--- config.mk ---
export PLATFORM = sky130hd
export DESIGN_NAME = if_filter
export DESIGN_NICKNAME = d
export VERILOG_FILES = /design/src/rtl/if_filter_pkg.sv /design/src/rtl/if_gain_sat.sv /design/src/rtl/if_filter.sv
export SDC_FILE = /design/constraint.sdc
export NUM_CORES = 1
export LEC_CHECK = 0
export BUFFER_PORTS_ARGS = -buffer_cell sky130_fd_sc_hd__buf_4
export CAP_MARGIN = 20
export CORE_ASPECT_RATIO = 1.1
export CORE_UTILIZATION = 50
export DETAILED_ROUTE_END_ITERATION = 8
export HOLD_SLACK_MARGIN = 0.12
export MAX_ROUTING_LAYER = met4
export PLACE_DENSITY = 0.64
export SYNTH_ARGS = -nofsm -noshare
export SYNTH_HDL_FRONTEND = slang
export SYNTH_SLANG_ARGS = --single-unit
--- constraint.sdc ---
create_clock -name clk -period 4.94 [get_ports clk]
set_clock_uncertainty 0.1 [all_clocks]
set_input_delay 0.988 -clock clk [delete_from_list [all_inputs] [get_ports clk]]
set_output_delay 0.988 -clock clk [all_outputs]
set_load 0.01 [all_outputs]
--- src/rtl/if_filter_pkg.sv ---
// -----------------------------------------------------------------------------
// if_filter_pkg
// Shared widths, output rails, tap coefficients, gain codes and small
// arithmetic helpers for the IF band-pass filter stage.
// -----------------------------------------------------------------------------
package if_filter_pkg;

   localparam int IN_W  = 4;   // signed IF sample width
   localparam int OUT_W = 6;   // signed saturated output width
   localparam int ACC_W = 8;   // accumulator width, holds -60..60

   localparam int NTAPS = 7;

   localparam int OUT_MAX = 31;
   localparam int OUT_MIN = -32;

   // h = (1 - z^-2)^3: zeros at DC and Nyquist, gain 8 at fs/4.
   // Odd taps are zero and are never read by the accumulator.
   localparam int H0 = 1;
   localparam int H1 = 0;
   localparam int H2 = -3;
   localparam int H3 = 0;
   localparam int H4 = 3;
   localparam int H5 = 0;
   localparam int H6 = -1;

   // gain_spi codes
   localparam logic [1:0] G_HALF = 2'd0;
   localparam logic [1:0] G_X1   = 2'd1;
   localparam logic [1:0] G_X2   = 2'd2;
   localparam logic [1:0] G_X4   = 2'd3;

   // Sign-extend an input sample to accumulator width.
   function automatic logic signed [ACC_W-1:0] sx(input logic signed [IN_W-1:0] v);
      return {{(ACC_W-IN_W){v[IN_W-1]}}, v};
   endfunction

   // 3*v as shift-and-add; no multiplier.
   function automatic logic signed [ACC_W-1:0] times3(input logic signed [IN_W-1:0] v);
      logic signed [ACC_W-1:0] s;
      s = sx(v);
      return (s <<< 1) + s;
   endfunction

endpackage

--- src/rtl/if_gain_sat.sv ---
// -----------------------------------------------------------------------------
// if_gain_sat
// Combinational gain scaling (x0.5 floor, x1, x2, x4) followed by clamping
// to the signed output range [OUT_MIN, OUT_MAX].
// Ports:
//   acc      in  ACC_W signed  filter accumulator
//   gain     in  2             gain code (G_HALF/G_X1/G_X2/G_X4)
//   sat_out  out OUT_W signed  scaled and saturated value
// -----------------------------------------------------------------------------
module if_gain_sat
   import if_filter_pkg::*;
(
   input  logic signed [ACC_W-1:0] acc,
   input  logic        [1:0]       gain,
   output logic signed [OUT_W-1:0] sat_out
);

   // Two extra bits absorb the x4 shift of the largest accumulator value.
   localparam int SCL_W = ACC_W + 2;

   localparam logic signed [SCL_W-1:0] SAT_HI = SCL_W'(OUT_MAX);
   localparam logic signed [SCL_W-1:0] SAT_LO = SCL_W'(OUT_MIN);

   logic signed [SCL_W-1:0] acc_ext;
   logic signed [SCL_W-1:0] scaled;

   assign acc_ext = {{(SCL_W-ACC_W){acc[ACC_W-1]}}, acc};

   always_comb begin
      scaled = acc_ext;
      case (gain)
         G_HALF:  scaled = acc_ext >>> 1;   // arithmetic: rounds toward -inf
         G_X1:    scaled = acc_ext;
         G_X2:    scaled = acc_ext <<< 1;
         G_X4:    scaled = acc_ext <<< 2;
         default: scaled = acc_ext;
      endcase
   end

   always_comb begin
      sat_out = scaled[OUT_W-1:0];
      if (scaled > SAT_HI)
         sat_out = OUT_W'(OUT_MAX);
      else if (scaled < SAT_LO)
         sat_out = OUT_W'(OUT_MIN);
   end

endmodule

--- src/rtl/if_filter.sv ---
// -----------------------------------------------------------------------------
// if_filter
// IF band-pass stage: 7-tap FIR (1 - z^-2)^3 centred at fs/4, programmable
// gain, saturation and a registered signed output.
// Ports:
//   clk          in   1      system clock, one sample per rising edge
//   rst_n        in   1      asynchronous active-low reset
//   if_out       in   IN_W   signed IF sample from the mixer
//   gain_spi     in   2      gain select, quasi-static
//   if_filt_out  out  OUT_W  signed filtered, gained, saturated sample
// -----------------------------------------------------------------------------
module if_filter
   import if_filter_pkg::*;
(
   input  logic                    clk,
   input  logic                    rst_n,
   input  logic signed [IN_W-1:0]  if_out,
   input  logic        [1:0]       gain_spi,
   output logic signed [OUT_W-1:0] if_filt_out
);

   logic signed [IN_W-1:0]  x_reg [0:NTAPS-1];
   logic signed [ACC_W-1:0] acc_next;
   logic signed [OUT_W-1:0] sat_next;

   // Delay line: x[0] takes the new sample, older taps shift down.
   always_ff @(posedge clk or negedge rst_n) begin
      if (!rst_n) begin
         for (int i = 0; i < NTAPS; i++)
            x_reg[i] <= '0;
      end else begin
         x_reg[0] <= if_out;
         for (int i = 1; i < NTAPS; i++)
            x_reg[i] <= x_reg[i-1];
      end
   end

   // Only the even taps contribute; |acc| <= 60 so ACC_W never wraps.
   assign acc_next = sx(x_reg[0]) - times3(x_reg[2]) + times3(x_reg[4]) - sx(x_reg[6]);

   if_gain_sat u_gain_sat (
      .acc     (acc_next),
      .gain    (gain_spi),
      .sat_out (sat_next)
   );

   always_ff @(posedge clk or negedge rst_n) begin
      if (!rst_n)
         if_filt_out <= '0;
      else
         if_filt_out <= sat_next;
   end

endmodule

After elaboration in Yosys (flattened, before gate mapping)
Index checks and enable logic that the tools add are counted.
{"block": "op_classes", "mul": 0, "order_cmp": 2, "shift": 0, "eq_ne": 3, "n_mux": 3, "div_mod_pow": 0, "add_sub_neg": 5, "reduce_logical": 1, "bitwise_logic": 0}
{"op": "10-bit one-hot mux with 4 select lines", "count": 1}
{"op": "5-bit by 4-bit adder with 6-bit output", "count": 2}
{"op": "6-bit 2-to-1 mux", "count": 2}
{"op": "10-bit by 6-bit greater-than comparator with 1-bit output, second input constant", "count": 1}
{"op": "10-bit by 6-bit less-than comparator with 1-bit output, second input constant", "count": 1}
{"op": "7-bit by 6-bit adder with 8-bit output", "count": 1}
{"op": "8-bit by 4-bit subtractor with 8-bit output", "count": 1}
{"op": "4-bit by 6-bit subtractor with 7-bit output", "count": 1}
{"op": "2-bit == test, second input constant", "count": 2}
{"op": "2-bit by 1-bit == test with 1-bit output, second input constant", "count": 1}
{"op": "2-bit logical NOT", "count": 1}
{"block": "totals", "out_inout_bits": 6, "mem_bits_rw": 0, "inputBits": 8, "register_bits": 34, "mem_bits_ro": 0, "latch_bits": 0, "memories": 0}

Logic depth before layout (Yosys ltp)
Gate-level depths: netlist of the first run.
{"block": "depth", "ltp_word": 8, "mapped_depth": 16, "ltp_nobuf": 16}

By module
A second synthesis of the first run with hierarchy kept.
{"block": "hier_totals", "cells_unflattened": 161, "area_unflattened_um2": 1943.1}
{"mod": "if_filter", "cells_per_inst": 115, "area_each_um2": 1589.0, "n_inst": 1}
{"mod": "if_gain_sat", "cells_per_inst": 46, "area_each_um2": 354.1, "n_inst": 1}

Worst setup path after synthesis of the first run
No wires, ideal clock.
{"block": "synth_path", "kind": "reg-to-reg", "startpoint": "register x_reg[18] in the netlist's numbering", "endpoint": "register if_filt_out[4]", "arrival_time_ns": 3.535, "stages_incl_launch_ff": 13, "slack_ns": 1.205, "period_less_slack_ns": 3.735, "required_ns": 4.739, "path_buffers": 0, "path_cell_list": "dfrtp_1 -> inv_1 -> fa_1 -> fa_1 -> fa_1 -> inv_1 -> fa_1 -> and2b_2 -> o22ai_2 -> xor2_2 -> o21ai_0 -> a21oi_1 -> o32ai_1"}
{"block": "synth_between", "elab_chain_cells": 8, "word_cells_on_any_way": 9, "cone_classes": "add/sub (4); order compare (2); mux (3)"}
{"element": "from (decl)", "line_no": "if_filter.sv:22", "source": "logic signed [IN_W-1:0] x_reg [0:NTAPS-1];"}
{"element": "from (signal, indexed assignment)", "line_no": "if_filter.sv:34", "source": "x_reg[i] <= x_reg[i-1];"}
{"element": "5-bit by 4-bit adder with 6-bit output *", "line_no": "if_filter_pkg.sv:42", "source": "return (s <<< 1) + s;"}
{"element": "4-bit by 6-bit subtractor with 7-bit output *", "line_no": "if_filter.sv:39", "source": "assign acc_next = sx(x_reg[0]) - times3(x_reg[2]) + times3(x_reg[4]) - sx(x_reg[6]);"}
{"element": "7-bit by 6-bit adder with 8-bit output *", "line_no": "if_filter.sv:39"}
{"element": "8-bit by 4-bit subtractor with 8-bit output *", "line_no": "if_filter.sv:39"}
{"element": "10-bit one-hot mux with 4 select lines *", "line_no": "if_gain_sat.sv:31", "source": "case (gain)"}
{"element": "10-bit by 6-bit less-than comparator with 1-bit output", "line_no": "if_gain_sat.sv:44", "source": "else if (scaled < SAT_LO)"}
{"element": "6-bit 2-to-1 mux", "line_no": "if_gain_sat.sv:44"}
{"element": "6-bit 2-to-1 mux *", "line_no": "if_gain_sat.sv:42", "source": "if (scaled > SAT_HI)"}
{"element": "net sat_next[4]", "line_no": "if_filter.sv:24", "source": "logic signed [OUT_W-1:0] sat_next;"}
{"element": "to (signal assigned)", "line_no": "if_filter.sv:51", "source": "if_filt_out <= sat_next;"}
{"element": "to (decl)", "line_no": "if_filter.sv:19", "source": "output logic signed [OUT_W-1:0] if_filt_out"}
The timed path passes the listed nets; every way through them passes the cells marked *. The select of a mux whose other input is x is not followed.

Worst setup path after layout of the first run
{"block": "layout_path", "startpoint": "register x_reg[0] in the netlist's numbering", "endpoint": "register if_filt_out[4]"}
{"block": "layout_between", "elab_chain_cells": 5, "word_cells_on_any_way": 6, "cone_classes": "add/sub (1); order compare (2); mux (3)"}
{"element": "8-bit by 4-bit subtractor with 8-bit output *", "line_no": "if_filter.sv:39"}
{"element": "10-bit one-hot mux with 4 select lines *", "line_no": "if_gain_sat.sv:31"}
{"element": "10-bit by 6-bit less-than comparator with 1-bit output", "line_no": "if_gain_sat.sv:44"}
{"element": "6-bit 2-to-1 mux", "line_no": "if_gain_sat.sv:44"}
{"element": "6-bit 2-to-1 mux *", "line_no": "if_gain_sat.sv:42"}
{"element": "net sat_next[4]", "line_no": "if_filter.sv:24"}
Marked as above.

==> impl_metrics.json, run 1 <==
{
  "run_status": "complete, no violations",
  "ant_nets": 0,
  "clock_latency_ns": 0.28,
  "drt_wl_total_mm": 2.86,
  "start_util_pct": 51.9,
  "cts_tree": "done",
  "ys_types": 34,
  "r2r_slack_ns": 0.95,
  "coreArea_sq_mm": 0.00363,
  "synth_area_leaders": "dfrtp_1 (45%), fa_1 (18%), ha_1 (7.3%)",
  "synth_simple_gate_area_share_pct": 6.32,
  "worstHoldStart": "x_reg[12]",
  "hold_depth": 0,
  "critPathBufInv": 4,
  "ys_seq_elements": 34,
  "setup_viol": 0,
  "num_rows": 23,
  "numCtsBuffers": 5,
  "avgSynthCellArea_sq_um": 12.1,
  "grt_max_degree": 35,
  "grt.total_usage_pct": 17.3,
  "cts.sinks": 34,
  "relSlewSlack_pct": 72.3,
  "max_stage_delay_ns": 0.53,
  "synth_area_leader_cell": "dfrtp_1",
  "min_period_ns": 3.99,
  "grt_remaining_overflow": 0,
  "largest_reg_flops": 28,
  "crit_fanout": 8,
  "layout_commonest_cell": "dfrtp_1",
  "r2r_cells": 15,
  "final_core_util_pct": 58.7,
  "wl_met3_microns": 91,
  "finish.net_count": 210,
  "worstReg2RegEnd": "if_filt_out[4]",
  "clk_path_buf_depth": 2,
  "cts_resized": 0,
  "synth_warnings": 0,
  "die_w_microns": 60.5,
  "firstDrtPassIters": 2,
  "synthCells": 156,
  "fin_cells": 225,
  "tns_ns": 0,
  "port_buffers": 13,
  "syn_to_final_growth_pct": 13.2,
  "final_cell_mix": "dfrtp_1 (34), inv_1 (31), fa_1 (17)",
  "synth_top_family_by_area": "adder cells",
  "tightest_slew_ns": 0.416,
  "yosysSeqAreaShare_pct": 45.2,
  "reg2reg_from": "x_reg[0]",
  "insertedDiodeCount": 0,
  "dr.max_layer_used": "met4",
  "floorplan.die.height_microns": 66.3,
  "hold_violations": 0,
  "ctsHoldBuffers": 0,
  "fin_hold_ws_ns": 0.249,
  "p_leak_nw": 1.01,
  "critPathRequiredTime_ns": 5.03,
  "netlist.area_leader.share_pct": 45.2,
  "placed_area_sq_mm": 0.00203,
  "slowest_stage": "fa_1",
  "synthMuxAreaShare_pct": 2.73,
  "wl_per_cell_microns": 12.7,
  "dp_hpwl_mm": 2.23,
  "path_clk_slew_ns": 0.07,
  "crit_type": "reg -> reg",
  "drt-initial-drc-count": 35,
  "dp_cells": 217,
  "wl_met2_mm": 1.40,
  "pwr_density_cell_mw_per_mm2": 565,
  "h-tree-depth": 2,
  "vias": 1111,
  "synth_xor_area_share_pct": 2.26,
  "root_buffer": "clkbuf_8",
  "avgViaCountPerCell": 4.94,
  "arrival_ns": 4.08,
  "min_to": "x_reg[8]",
  "io_pins": 14,
  "drive_gt1_share_pct": 16.6,
  "synth_nets": 192,
  "worstSetupEndpointType": "flop",
  "met1_length_mm": 1.32,
  "fin_area_sq_mm": 0.00213,
  "yosys.area_share.adder_pct": 25.4,
  "cap_violations": 0,
  "antenna_found_initial": 0,
  "clock.fmax_mhz": 251,
  "hold_class": "reg -> reg",
  "place_congestion": 0.796,
  "cts_setup_buffers": 0,
  "netlist_area_sq_mm": 0.00188,
  "ir_drop_v": 0.000222,
  "route.detailed.drc": 0,
  "crit_chain": "fa_1 -> inv_1 -> fa_1 -> inv_1 -> fa_1 -> inv_1 -> ha_1 -> inv_1 -> fa_1 -> and2b_2 -> o221ai_1 -> o211a_1 -> nand2_1 -> a21oi_1 -> o32ai_1",
  "drv_slew": 0,
  "rsz0062_at_grt": "false",
  "grt_pass1_wl_mm": 4.84,
  "die-area_sq_mm": 0.00401,
  "crit_family": "adder cells",
  "cp-start-kind": "flop",
  "grt_pass1_vias": 1116,
  "period_share_pct": 80.8,
  "synth_compound_area_share_pct": 11.4
}
metal layers:
metal  global-route usage (%)  vias to the layer above
met5                        -                        -
met2                     27.2                       15
met3                     4.70                        6
met4                     6.82                        0
met1                     21.2                      544
li1                         -                      546
area by class of cell:
cell class | instances | area (sq um)
multi-input cells | 89 | 906
fillers | 324 | 1500
inverters | 31 | 116
clock buffers | 6 | 82.6
repair buffers | 13 | 97.6
clock inverters | 2 | 12.5
flip-flops and latches | 34 | 851
well taps | 50 | 62.6
synth_stat cells, drive strengths merged:
cell / instances
a211oi: 1
a21boi: 2
a21oi: 3
and2b: 1
clkbuf: 2
dfrtp: 34
fa: 17
ha: 11
inv: 31
mux2: 1
mux2i: 4
nand2: 7
nand3: 3
nand4: 1
nor2: 4
nor2b: 2
nor3: 3
nor3b: 1
o211a: 1
o211ai: 4
o21ai: 4
o21bai: 2
o221ai: 1
o22ai: 2
o31a: 1
o31ai: 6
o32ai: 1
or2: 2
xnor2: 2
xor2: 2
through the flow:
step                      total power, mW  setup WS (ns)
final                                1.20          0.950
after global placement              0.971           1.04
after global routing                 1.31          0.672
after CTS                            1.21          0.943
after floorplan                     0.846           1.20
after detailed placement            0.997          0.975
power breakdown:
part,internal (mW),total [mW],leakage (nW),switching (mW)
combinational,0.278,0.656,0.571,0.378
clock,0.112,0.211,0.0472,0.0996
sequential,0.320,0.334,0.394,0.0134
total,0.711,1.20,1.01,0.491
worst max-delay path by stage:
stage / start / to / slack, ns / cells after the start
CTS: x_reg[18] / if_filt_out[4] / 0.94 / 12
global placement: x_reg[18] / if_filt_out[4] / 1.04 / 12
finish: x_reg[0] / if_filt_out[4] / 0.95 / 15
floorplan: x_reg[18] / if_filt_out[4] / 1.20 / 12
detailed placement: x_reg[18] / if_filt_out[4] / 0.98 / 12
global route: x_reg[8] / if_filt_out[4] / 0.67 / 16
kinds of logic after synthesis:
family / count (synthesis)
flip-flops: 34
AO/OA/AOI/OAI: 28
AND/OR/NAND/NOR: 24
multiplexers: 5
buffers and inverters: 33
adder cells (fa/ha/maj): 28
XOR/XNOR: 4
Power figures use the tool's default switching activity.
==> run 2: changes to the inputs <==
Clock period 4.94 ns to 3.84 ns, I/O delays scaled along.
==> impl_metrics.json, run 2 (synthesis gave the netlist of run 1 again) <==
{
  "syn_to_final_growth_pct": 24.9,
  "setup_viol": 0,
  "fin_cells": 235,
  "num_rows": 23,
  "root_buffer": "clkbuf_8",
  "cap_violations": 0,
  "grt_pass1_vias": 1235,
  "tns_ns": 0,
  "clock_latency_ns": 0.29,
  "crit_fanout": 5,
  "period_share_pct": 98.7,
  "finish.net_count": 220,
  "grt_max_degree": 35,
  "critPathBufInv": 1,
  "drive_gt1_share_pct": 32.4,
  "relSlewSlack_pct": 66.0,
  "run_status": "complete, no violations",
  "max_stage_delay_ns": 0.55,
  "fillers": 280,
  "h-tree-depth": 2,
  "clk_path_buf_depth": 2,
  "antenna_found_initial": 0,
  "hold_violations": 0,
  "firstDrtPassIters": 4,
  "crit_chain": "buf_4 -> fa_1 -> fa_1 -> fa_1 -> ha_4 -> and2b_2 -> o22ai_4 -> xor2_4 -> a21boi_4 -> o31ai_1 -> nand3_1",
  "clock.fmax_mhz": 264,
  "drt_wl_total_mm": 3.32,
  "cts.sinks": 34,
  "arrival_ns": 3.86,
  "dp_cells": 224,
  "route.detailed.drc": 0,
  "slowest_stage": "fa_1",
  "totalPowerFinal_mw": 1.91,
  "vias": 1206,
  "start_util_pct": 51.9,
  "largest_reg_flops": 28,
  "insertedDiodeCount": 0,
  "dp_hpwl_mm": 2.29,
  "crit_top_cell": "fa_1",
  "rsz0062_at_grt": "true",
  "ir_drop_v": 0.000381,
  "layout_commonest_cell": "dfrtp_1",
  "numCtsBuffers": 5,
  "coreArea_sq_mm": 0.00363,
  "final_cell_mix": "dfrtp_1 (34), inv_1 (25), buf_4 (23)",
  "min_period_ns": 3.79,
  "final_core_util_pct": 64.8,
  "io_pins": 14,
  "tightest_slew_ns": 0.504,
  "crit_family": "adder cells",
  "ant_nets": 0,
  "floorplan.die.height_microns": 66.3,
  "drt-initial-drc-count": 76,
  "p_leak_nw": 1.08,
  "cp-start-kind": "flop",
  "worstSetupEndpointType": "flop",
  "ctsHoldBuffers": 0,
  "grt_remaining_overflow": 0,
  "grt.total_usage_pct": 19.9,
  "place_congestion": 0.825,
  "pwr_density_cell_mw_per_mm2": 812,
  "avgViaCountPerCell": 5.13,
  "die-area_sq_mm": 0.00401,
  "grt_pass1_wl_mm": 5.44,
  "crit_type": "reg -> reg",
  "hold_class": "reg -> reg",
  "drv_slew": 0,
  "wl_per_cell_microns": 14.1,
  "die_w_microns": 60.5,
  "cts_tree": "done",
  "critPathRequiredTime_ns": 3.91,
  "path_clk_slew_ns": 0.08,
  "port_buffers": 13
}
run 2: cell count changes in the layout (fill, tap and decap cells not counted), sizes merged:
cell and delta:
clkinvlp +1, bufinv +1, clkinv -1, buf +10, clkbuf -1
run 2: layout make-up:
cell class              instances  area (sq um)  area share (%)
clock buffers                   5          68.8            2.93
clock inverters                 3          45.0            1.92
inverters                      31           116            4.95
multi-input cells              89          1030            44.0
flip-flops and latches         34           851            36.2
well taps                      50          62.6            2.66
repair buffers                 23           173            7.35
run 2: metrics by stage:
stage                     hold WS, ns  instance area (sq um)  setup WS, ns
after CTS                       0.251                   2230        0.0198
after global placement          0.232                   2090      -0.00205
final                           0.250                   2350        0.0494
after global routing            0.263                   2350       -0.0459
after floorplan                 0.231                   1880         0.105
after detailed placement        0.235                   2090       -0.0733
run 2: report_power, final:
group / internal (mW) / switching (mW)
clock: 0.193 / 0.134
combinational: 0.507 / 0.645
sequential: 0.412 / 0.0168
total: 1.11 / 0.796
run 2: repair_timing:
item                                    in CTS  in global routing
pin swaps                                    9                 17
endpoints found under the setup margin       4                  5
gates resized for setup                      6                 23
setup buffers                                1                  2
run 2: worst paths after layout:
| check | start | to | slack [ns] | cells past startpoint |
|---|---|---|---|---|
| worst max-delay path | x_reg[10] | if_filt_out[1] | 0.05 | 11 |
| worst min-delay path | x_reg[22] | x_reg[18] | 0.25 | 0 |
| worst max register to register | x_reg[10] | if_filt_out[1] | 0.05 | 11 |
| worst min register to register | x_reg[22] | x_reg[18] | 0.25 | 0 |
| max in group asynchronous | rst_n | x_reg[15] | 3.02 | 1 |
| min in group asynchronous | rst_n | if_filt_out[3] | 0.30 | 1 |
run 2: layer usage:
layer | up-vias | global-route usage (%) | wire length, microns
li1 | 566 | - | -
met1 | 608 | 22.8 | 1360
met2 | 24 | 31.6 | 1780
met3 | 8 | 6.65 | 107
met4 | 0 | 8.52 | 68
met5 | - | - | 0
==> run 3: changes to the inputs <==
Settings changed: RECOVER_POWER from default to 50.
==> impl_metrics.json, run 3 (synthesis gave the netlist of run 1 again) <==
{
  "place_congestion": 0.825,
  "violations": "max-capacitance violations, max-slew violations",
  "floorplan.die.height_microns": 66.3,
  "grt_pass1_wl_mm": 5.44,
  "fin_hold_ws_ns": 0.250,
  "layout_commonest_cell": "dfrtp_1",
  "drv_slew": 35,
  "dp_hpwl_mm": 2.29,
  "path_clk_slew_ns": 0.08,
  "clk_path_buf_depth": 2,
  "port_buffers": 13,
  "clock.fmax_mhz": 264,
  "avgViaCountPerCell": 5.12,
  "crit_chain": "inv_1 -> buf_4 -> fa_1 -> fa_1 -> fa_1 -> ha_4 -> and2b_2 -> o22ai_4 -> xor2_4 -> a21boi_4 -> o31ai_1 -> nand3_1",
  "route.detailed.drc": 0,
  "hold_violations": 0,
  "finish.net_count": 220,
  "intPower_mw": 1.11,
  "period_share_pct": 98.6,
  "run_status": "complete, but fails checks",
  "die-area_sq_mm": 0.00401,
  "drt-initial-drc-count": 84,
  "ir_drop_v": 0.000381,
  "power.switching_mw": 0.793,
  "h-tree-depth": 2,
  "comb_power_share_pct": 60.4,
  "final_cell_mix": "dfrtp_1 (34), inv_1 (25), fa_1 (15), buf_4 (15), ha_1 (9)",
  "ant_nets": 0,
  "critPathLaunch": "x_reg[18]",
  "seqPwrFrac_pct": 22.5,
  "critPathRequiredTime_ns": 3.90,
  "wl_per_cell_microns": 14.0,
  "crit_type": "reg -> reg",
  "grt.total_usage_pct": 19.9,
  "fin_cells": 235,
  "fillers": 281,
  "clock_latency_ns": 0.29,
  "reg2reg_from": "x_reg[18]",
  "slowest_stage": "fa_1",
  "setup_viol": 0,
  "worstHoldStart": "x_reg[22]",
  "firstDrtPassIters": 4,
  "die_w_microns": 60.5,
  "cp-start-kind": "flop",
  "insertedDiodeCount": 0,
  "p_leak_nw": 1.07,
  "cts.sinks": 34,
  "crit_top_cell": "fa_1",
  "cts_tree": "done",
  "vias": 1204,
  "arrival_ns": 3.85,
  "drive_gt1_share_pct": 31.4,
  "min_period_ns": 3.79,
  "antenna_found_initial": 0,
  "syn_to_final_growth_pct": 24.6,
  "tns_ns": 0,
  "swShare_pct": 41.6,
  "hold_class": "reg -> reg",
  "drt_wl_total_mm": 3.29,
  "grt_remaining_overflow": 0,
  "tightest_slew_ns": 1.72,
  "final_core_util_pct": 64.6,
  "grt_pass1_vias": 1235,
  "worstSetupEndpointType": "flop",
  "root_buffer": "clkbuf_8",
  "relSlewSlack_pct": -14.9,
  "cap_violations": 1,
  "dp_cells": 224,
  "clock_power_share_pct": 17.1,
  "largest_reg_flops": 28,
  "grt_max_degree": 35,
  "numCtsBuffers": 5,
  "io_pins": 14,
  "pwr_density_cell_mw_per_mm2": 813,
  "start_util_pct": 51.9,
  "crit_fanout": 5,
  "num_rows": 23,
  "max_stage_delay_ns": 0.56,
  "rsz0062_at_grt": "true",
  "coreArea_sq_mm": 0.00363
}
run 3: cell count changes in the layout (fill, tap and decap cells not counted), sizes merged:
| cell | delta |
|---|---|
| buf | -8 |
| clkbuf | +8 |
run 3: layer usage:
| layer | vias to the layer above | routed length [microns] | part of all wire (%) | track usage, % |
|---|---|---|---|---|
| met5 | - | 0 | 0 | - |
| met4 | 0 | 68 | 2.1 | 8.52 |
| met3 | 8 | 145 | 4.4 | 6.65 |
| met2 | 31 | 1770 | 54 | 31.6 |
| met1 | 600 | 1310 | 40 | 22.8 |
| li1 | 565 | - | - | - |
run 3: cell type report:
class                           instances  area [sq um]  area share, %
Sequential cell                        34           851           36.3
Inverter                               31           116           4.97
Tap cell                               50          62.6           2.67
Multi-Input combinational cell         89          1030           44.1
Clock inverter                          3          45.0           1.92
Timing Repair Buffer                   23           165           7.05
Clock buffer                            5          68.8           2.94
run 3: power by group through the flow:
| stage | combinational, mW | sequential, mW | clock (mW) |
|---|---|---|---|
| after floorplan | 0.638 | 0.451 | 0 |
| after global placement | 0.844 | 0.436 | 0 |
| after detailed placement | 0.880 | 0.436 | 0 |
| after CTS | 0.923 | 0.430 | 0.333 |
| after global routing | 1.26 | 0.436 | 0.352 |
| final | 1.15 | 0.429 | 0.325 |
run 3: what timing repair did:
action,4_1_cts,5_1_grt
hold buffers,0,0
buffers inserted,1,2
endpoints found under the setup margin,4,5
gates resized for setup,6,23
pin swaps,9,17
run 3: path summary, 6_finish.rpt:
| kind | slack, ns | depth (start not counted) | to |
|---|---|---|---|
| min | 0.25 | 0 | x_reg[18] |
| max | 0.05 | 12 | if_filt_out[1] |
| max in group asynchronous | 1.81 | 1 | x_reg[15] |
| max reg2reg | 0.05 | 12 | if_filt_out[1] |
| min reg2reg | 0.25 | 0 | x_reg[18] |
| min in group asynchronous | 0.82 | 1 | if_filt_out[2] |
run 3: critical path, delay by kind of cell, from the launching register on:
kind | cells | cell delay [ns]
fa+ha+maj | 4 | 1.75
compound gates | 3 | 0.61
simple gates | 2 | 0.36
flops | 1 | 0.35
xor+xnor | 1 | 0.29
buf+inv | 2 | 0.20
run 3: per-stage QoR:
step	cell area (sq um)	total power, mW	worst slack (ns)
finish	2340	1.90	0.0539
global route	2340	2.05	-0.0438
CTS	2230	1.69	0.0198
detailed placement	2090	1.32	-0.0733
global placement	2090	1.28	-0.00205
floorplan	1880	1.09	0.105
